## config.mk

```make
export PLATFORM = sky130hd
export DESIGN_NAME = capture_scheduler
export DESIGN_NICKNAME = d
export VERILOG_FILES = /design/src/rtl/cap_sched_pkg.sv /design/src/rtl/capture_scheduler_desc_fifo.sv /design/src/rtl/capture_scheduler.sv
export SDC_FILE = /design/constraint.sdc
export NUM_CORES = 2
export LEC_CHECK = 0
export ABC_CLOCK_PERIOD_IN_PS = 11100
export BUFFER_PORTS_ARGS = -buffer_cell sky130_fd_sc_hd__buf_2
export CORE_AREA = 2 2 306 308
export CTS_CLUSTER_DIAMETER = 100
export CTS_CLUSTER_SIZE = 12
export DETAILED_ROUTE_END_ITERATION = 12
export DIE_AREA = 0 0 308 310
export PLACE_DENSITY = 0.61
export SETUP_SLACK_MARGIN = 0.02
export SYNTH_ARGS = -nofsm -noshare
export SYNTH_HDL_FRONTEND = slang
export SYNTH_HIERARCHICAL = 1
export SYNTH_SLANG_ARGS = --single-unit
```

## constraint.sdc

```tcl
create_clock -name clk -period 11.1 [get_ports clk]
set_clock_uncertainty 0.1 [all_clocks]
set_input_delay 0.555 -clock clk [delete_from_list [all_inputs] [get_ports clk]]
set_output_delay 0.555 -clock clk [all_outputs]
set_load 0.01 [all_outputs]
```

## src/rtl/cap_sched_pkg.sv

```systemverilog
// Shared types for the capture scheduler.
//   sched_state_e : scheduler FSM encoding, read back through sched_state
//   desc_t        : one packet descriptor, start address and exclusive end address
//   HDR_BYTES_DEF : default size of the per-record header written ahead of packet data
//   record_len    : ring bytes consumed by one record (payload rounded up to words, plus header)
package cap_sched_pkg;

    typedef enum logic [1:0] {
        IDLE  = 2'd0,
        CALC  = 2'd1,
        ISSUE = 2'd2,
        WAIT  = 2'd3
    } sched_state_e;

    typedef struct packed {
        logic [31:0] begin_addr;
        logic [31:0] end_addr;
    } desc_t;

    localparam int HDR_BYTES_DEF = 8;

    // Wraps modulo 2**32; callers reject end <= begin separately, so the
    // wrapped value only matters for descriptors that are dropped anyway.
    function automatic logic [31:0] record_len(input desc_t d, input logic [31:0] hdr);
        logic [31:0] span;
        span = d.end_addr - d.begin_addr;
        return ((span + 32'd3) & ~32'd3) + hdr;
    endfunction

endpackage

```

## src/rtl/capture_scheduler_desc_fifo.sv

```systemverilog
// desc_fifo: synchronous descriptor FIFO with show-ahead head output.
//   clk, reset      : clock, asynchronous active-low reset (empties the FIFO)
//   push, push_data : write request and descriptor; ignored while full
//   pop             : read request; ignored while empty
//   head            : descriptor at the front of the queue (valid when !empty)
//   full, empty     : occupancy flags
//   count           : number of stored descriptors, 0..DEPTH
module desc_fifo
    import cap_sched_pkg::*;
#(
    parameter int DEPTH = 8
) (
    input  logic                   clk,
    input  logic                   reset,
    input  logic                   push,
    input  desc_t                  push_data,
    input  logic                   pop,
    output desc_t                  head,
    output logic                   full,
    output logic                   empty,
    output logic [$clog2(DEPTH):0] count
);

    localparam int AW = $clog2(DEPTH);
    localparam logic [AW:0] PTR_ONE = (AW + 1)'(1);

    // Pointers carry one extra bit so full and empty are distinguishable
    // when the index bits coincide.
    logic [AW:0] wr_ptr;
    logic [AW:0] rd_ptr;
    desc_t       mem [DEPTH];
    logic        do_push;
    logic        do_pop;

    assign do_push = push && !full;
    assign do_pop  = pop && !empty;

    always_ff @(posedge clk or negedge reset) begin
        if (!reset) begin
            wr_ptr <= '0;
            rd_ptr <= '0;
        end else begin
            if (do_push) wr_ptr <= wr_ptr + PTR_ONE;
            if (do_pop)  rd_ptr <= rd_ptr + PTR_ONE;
        end
    end

    always_ff @(posedge clk) begin
        if (do_push) mem[wr_ptr[AW-1:0]] <= push_data;
    end

    assign head  = mem[rd_ptr[AW-1:0]];
    assign count = wr_ptr - rd_ptr;
    assign empty = (wr_ptr == rd_ptr);
    assign full  = (wr_ptr[AW-1:0] == rd_ptr[AW-1:0]) && (wr_ptr[AW] != rd_ptr[AW]);

endmodule

```

## src/rtl/capture_scheduler.sv

```systemverilog
// capture_scheduler: feeds packet descriptors one at a time to the packet copy
// engine and places each record (header + word-rounded payload) in a circular
// output ring.
// Optional feature macro: CAP_SCHED_TIMEOUT_EN adds a WAIT watchdog of TO_CYCLES
// cycles that drops the packet without signalling the engine.
// Ports:
//   clk, reset            : clock, asynchronous active-low reset
//   enable                : scheduling enable; rising edge in IDLE reloads wptr to ring_base
//   ring_base, ring_size  : output ring placement in bytes (word aligned)
//   desc_valid/desc_ready : descriptor handshake, transfer when both are high
//   desc_begin, desc_end  : packet byte range [begin, end)
//   eng_start             : one-cycle start pulse to the engine
//   eng_begin/end/waddr   : engine programming, held from start until done
//   eng_done              : engine completion pulse, honoured only in WAIT
//   pkt_count, drop_count : completed packets (wrapping), drops (saturating)
//   irq, irq_ack          : sticky event flag and its clear (set wins)
//   sched_state           : FSM state for CSR readback
// Handshake: a descriptor moves when desc_valid && desc_ready on a rising clk
// edge; desc_valid may be held while desc_ready is low and the offer stays put.
module capture_scheduler
    import cap_sched_pkg::*;
#(
    parameter int DEPTH     = 8,
    parameter int HDR_BYTES = HDR_BYTES_DEF,
    parameter int TO_CYCLES = 2**20
) (
    input  logic        clk,
    input  logic        reset,
    input  logic        enable,
    input  logic [31:0] ring_base,
    input  logic [31:0] ring_size,
    input  logic        desc_valid,
    output logic        desc_ready,
    input  logic [31:0] desc_begin,
    input  logic [31:0] desc_end,
    output logic        eng_start,
    output logic [31:0] eng_begin,
    output logic [31:0] eng_end,
    output logic [31:0] eng_waddr,
    input  logic        eng_done,
    output logic [31:0] pkt_count,
    output logic [15:0] drop_count,
    output logic        irq,
    input  logic        irq_ack,
    output logic [1:0]  sched_state
);

    localparam logic [31:0] HDR32   = 32'(HDR_BYTES);
    localparam logic [31:0] TO_LAST = 32'(TO_CYCLES - 1);

    sched_state_e state;
    sched_state_e state_nxt;

    desc_t                  fifo_head;
    logic                   fifo_full;
    logic                   fifo_empty;
    logic [$clog2(DEPTH):0] fifo_count;
    logic                   pop;

    desc_t       hold;
    logic [31:0] len_q;
    logic [31:0] wptr;
    logic        enable_q;
    logic        ready_en;

    logic [31:0] calc_len;
    logic        calc_drop;
    logic        calc_wrap;
    logic [31:0] calc_waddr;
    logic [32:0] ring_end;
    logic [32:0] done_sum;
    logic [31:0] done_wptr;
    logic        done_evt;
    logic        drop_evt;
    logic        to_fire;

    // Keeps desc_ready low while reset is asserted and for the first cycle after.
    assign desc_ready = ready_en && !fifo_full;

    desc_fifo #(.DEPTH(DEPTH)) u_fifo (
        .clk       (clk),
        .reset     (reset),
        .push      (desc_valid && desc_ready),
        .push_data ({desc_begin, desc_end}),
        .pop       (pop),
        .head      (fifo_head),
        .full      (fifo_full),
        .empty     (fifo_empty),
        .count     (fifo_count)
    );

    // Occupancy is only needed through full/empty here.
    logic unused_count;
    assign unused_count = ^fifo_count;

    // Ring arithmetic is done in 33 bits so a ring ending at 2**32 compares correctly.
    assign ring_end   = {1'b0, ring_base} + {1'b0, ring_size};
    assign calc_len   = record_len(hold, HDR32);
    assign calc_drop  = (hold.end_addr <= hold.begin_addr) || (calc_len > ring_size);
    assign calc_wrap  = ({1'b0, wptr} + {1'b0, calc_len}) > ring_end;
    assign calc_waddr = calc_wrap ? ring_base : wptr;
    assign done_sum   = {1'b0, wptr} + {1'b0, len_q};
    assign done_wptr  = (done_sum == ring_end) ? ring_base : done_sum[31:0];

`ifdef CAP_SCHED_TIMEOUT_EN
    logic [31:0] to_cnt;

    always_ff @(posedge clk or negedge reset) begin
        if (!reset) to_cnt <= '0;
        else if (state == WAIT) to_cnt <= to_cnt + 32'd1;
        else to_cnt <= '0;
    end

    // Fires in the TO_CYCLES-th cycle spent in WAIT.
    assign to_fire = (state == WAIT) && (to_cnt == TO_LAST);
`else
    logic unused_to;
    assign unused_to = ^TO_LAST;
    assign to_fire   = 1'b0;
`endif

    always_ff @(posedge clk or negedge reset) begin
        if (!reset) state <= IDLE;
        else        state <= state_nxt;
    end

    always_comb begin
        state_nxt = state;
        pop       = 1'b0;
        eng_start = 1'b0;
        done_evt  = 1'b0;
        drop_evt  = 1'b0;
        case (state)
            IDLE: begin
                if (enable && !fifo_empty) begin
                    pop       = 1'b1;
                    state_nxt = CALC;
                end
            end
            CALC: begin
                if (calc_drop) begin
                    drop_evt  = 1'b1;
                    state_nxt = IDLE;
                end else begin
                    state_nxt = ISSUE;
                end
            end
            ISSUE: begin
                eng_start = 1'b1;
                state_nxt = WAIT;
            end
            WAIT: begin
                // A completion arriving in the timeout cycle still counts as a completion.
                if (eng_done) begin
                    done_evt  = 1'b1;
                    state_nxt = IDLE;
                end else if (to_fire) begin
                    drop_evt  = 1'b1;
                    state_nxt = IDLE;
                end
            end
            default: state_nxt = IDLE;
        endcase
    end

    always_ff @(posedge clk or negedge reset) begin
        if (!reset) begin
            hold       <= '0;
            len_q      <= '0;
            wptr       <= '0;
            enable_q   <= 1'b0;
            ready_en   <= 1'b0;
            eng_begin  <= '0;
            eng_end    <= '0;
            eng_waddr  <= '0;
            pkt_count  <= '0;
            drop_count <= '0;
            irq        <= 1'b0;
        end else begin
            enable_q <= enable;
            ready_en <= 1'b1;

            if (pop) hold <= fifo_head;

            if (state == IDLE && enable && !enable_q) wptr <= ring_base;

            // Engine programming is latched on the way into ISSUE and held
            // untouched until the next accepted descriptor.
            if (state == CALC && !calc_drop) begin
                len_q     <= calc_len;
                wptr      <= calc_waddr;
                eng_begin <= hold.begin_addr;
                eng_end   <= hold.end_addr;
                eng_waddr <= calc_waddr;
            end

            if (done_evt) begin
                wptr      <= done_wptr;
                pkt_count <= pkt_count + 32'd1;
            end

            if (drop_evt && drop_count != 16'hFFFF) drop_count <= drop_count + 16'd1;

            if (done_evt || drop_evt) irq <= 1'b1;
            else if (irq_ack)         irq <= 1'b0;
        end
    end

    assign sched_state = state;

endmodule
```

==> impl_results.md <==
* Worst min path class: input port to flop
* Core footprint at just over 90000 sq um
* DIE AREA at between 90000 and 100000 sq um
* Clock slew seen by the registers of the worst setup and hold paths at about 0.060 ns
* Multi-input logic area at around 18000 sq um
* Setup TNS at 0 ns
* CTS tree: yes
* RR Startpoint: hold[1]
* Number of max-cap violations at 0
* Status: completed
* Slowest stage delay, CP at roughly 0.67 ns
* Die height at roughly 310 microns
* DRC viols at 0
* Slew headroom at 25.4%
* Critical register-to-register path endpoint: wptr[4]
* Met2 usage at between 30% and 40%
* Clk root buf: clkbuf_16
* WL per Instance at 23.4 microns
* Final max-slew violation count at 0
* Vias at 27400
* RSZ-0062 raised after global routing: no
* Die Wd at slightly above 300 microns
* WHS Path Cells at 1
* Post-CTS setup buffer count at 0
* Commonest cells after routing, fill and taps aside: edfxtp_1 (512), nand2_1 (440), buf_2 (281)
* Routed Antenna Nets at 0
* Inserted Clock Buffers at 79
* Port Buf Inserts at 282
* CP required at around 12 ns
* Commonest non-fill, non-tap cell in the layout: edfxtp_1
* CTS H-tree depth at 3
* Detailed-route wire length at 113 mm
* Fin crit period at about 9.2 ns
* GRT Total Usage at 23.5%
* Least-Margin Pin Slew at ~1.1 ns
* Reg2reg setup slack at about 1.9 ns
* M1 GR Usage at between 30 and 40%
* GR peak layer: met2
* Final GP Congestion at 0.910
* R2R depth at 34
* Filler cells at 8254
* Diode count at 0
* Rows at 112
* Reg area at 22500 sq um
* GR Overflow Total at 0
* Area grow syn2layout at 12.4%
* Fmax at between 0.1 and 0.15 GHz
* Layout net count at approximately 3900
* Crit-path max FO at 35
* Hold Crit Start: desc_end[9]
* Initial antenna violation count at 10
* 1st-iter DRT viols at between 2000 and 2500
* DRT Pass-1 Iters at 5
* Worst EP arrival at between 9 and 10 ns
* Hold Vio Cnt, Final at 0
* Starting Density at 44.5%
* Met3 Resource Use GR at between 3 and 4%
* Tcrit/Tclk final at 82.9%
* Post-DP HPWL at a little under 80 mm
* Vias per cell at between 5 and 6
* CP Capture Type: flop
* Clock Tree Buf Depth at 3
* Crit path launch type: flop
* First-pass GRT wire length at approximately 170 mm
* Pin count of the biggest net entering global routing at between 200 and 250
* Num ports at ~280
* Cell repeated most along the worst path: a21o_1
* Vias in the first global route at around 27000
* Yosys Warn Count at 6
* Syn Std Cell Area at about 41000 sq um
* Hold Path Sink: u_fifo/mem[4][9]
* Setup CP Type: flop to flop
* TritonCTS sink count at approximately 800
* Final setup fails at 0
* Avg Inst Size Synth at 12.5 sq um
* Share of layout cells above drive strength 1 at roughly 17%
* Crit-path slowest cell: nor4_1
* Clock Latency Late Sink at between 0.6 and 0.7 ns
* Synth Instances at about 3300
* Syn Nets at around 3700
## stage by stage
step	hold WS, ns	instance area [sq um]	setup WS [ns]	utilization, %	std cells
2_1_floorplan	0.159	41200	2.38	-	3301
3_3_place_gp	0.352	43800	2.10	47.4	4676
3_5_place_dp	0.353	43800	1.91	47.4	4676
4_1_cts	0.0216	46200	1.89	50.0	4820
5_1_grt	0.0445	46200	1.28	50.0	4820
6_report	0.0628	46200	1.90	50.0	4820
## worst max-delay path, delay by kind of cell, from the launching register on
family                   cells  cell delay, ns
adder cells (fa/ha/maj)      4            1.43
flip-flops                   1            0.41
buffers and inverters        2            0.97
XOR/XNOR                     3            0.49
AO/OA/AOI/OAI               16            3.35
AND/OR/NAND/NOR              9            2.32
## registers in the layout, indices dropped and copies added (netlist names), named ones only
register	count
u_fifo/mem	512
hold	64
eng_begin	32
eng_end	32
eng_waddr	32
pkt_count	32
wptr	32
len_q	30
drop_count	16
u_fifo/rd_ptr	4
u_fifo/wr_ptr	4
enable_q	1
irq	1
ready_en	1
sched_state	1
## metal layers
layer | vias up | share of wire, % | wire length (microns)
met5 | - | 0.069 | 78
met4 | 12 | 2.1 | 2380
met3 | 138 | 6.2 | 6980
met2 | 802 | 48 | 53800
met1 | 13700 | 44 | 49700
li1 | 12800 | - | -
## cell type report
| class | instances | area share, % |
|---|---|---|
| Clock buffer | 129 | 4.75 |
| Clock inverter | 13 | 0.463 |
| Inverter | 130 | 1.06 |
| Multi-Input combinational cell | 2241 | 38.2 |
| Sequential cell | 795 | 48.6 |
| Tap cell | 1197 | 3.24 |
| Timing Repair Buffer | 315 | 3.70 |
## worst max path at each step
stage | from | endpoint | slack, ns | cells past startpoint
floorplan | u_fifo/rd_ptr[1] | u_fifo/mem[0][0] | 2.38 | 11
global placement | hold[1] | wptr[0] | 2.10 | 34
detailed placement | hold[1] | wptr[4] | 1.91 | 34
CTS | hold[1] | wptr[4] | 1.89 | 34
global route | hold[1] | wptr[4] | 1.28 | 31
finish | hold[1] | wptr[4] | 1.90 | 34
## timing repair
action | 4_1_cts | 5_1_grt
hold buffers | 2 | 0
gates resized for setup | 0 | 0
hold endpoints to repair | 88 | 0
Power is left out: the tool's default activity adds up to more than one toggle a clock period on the data nets, which glitch-free logic cannot reach.
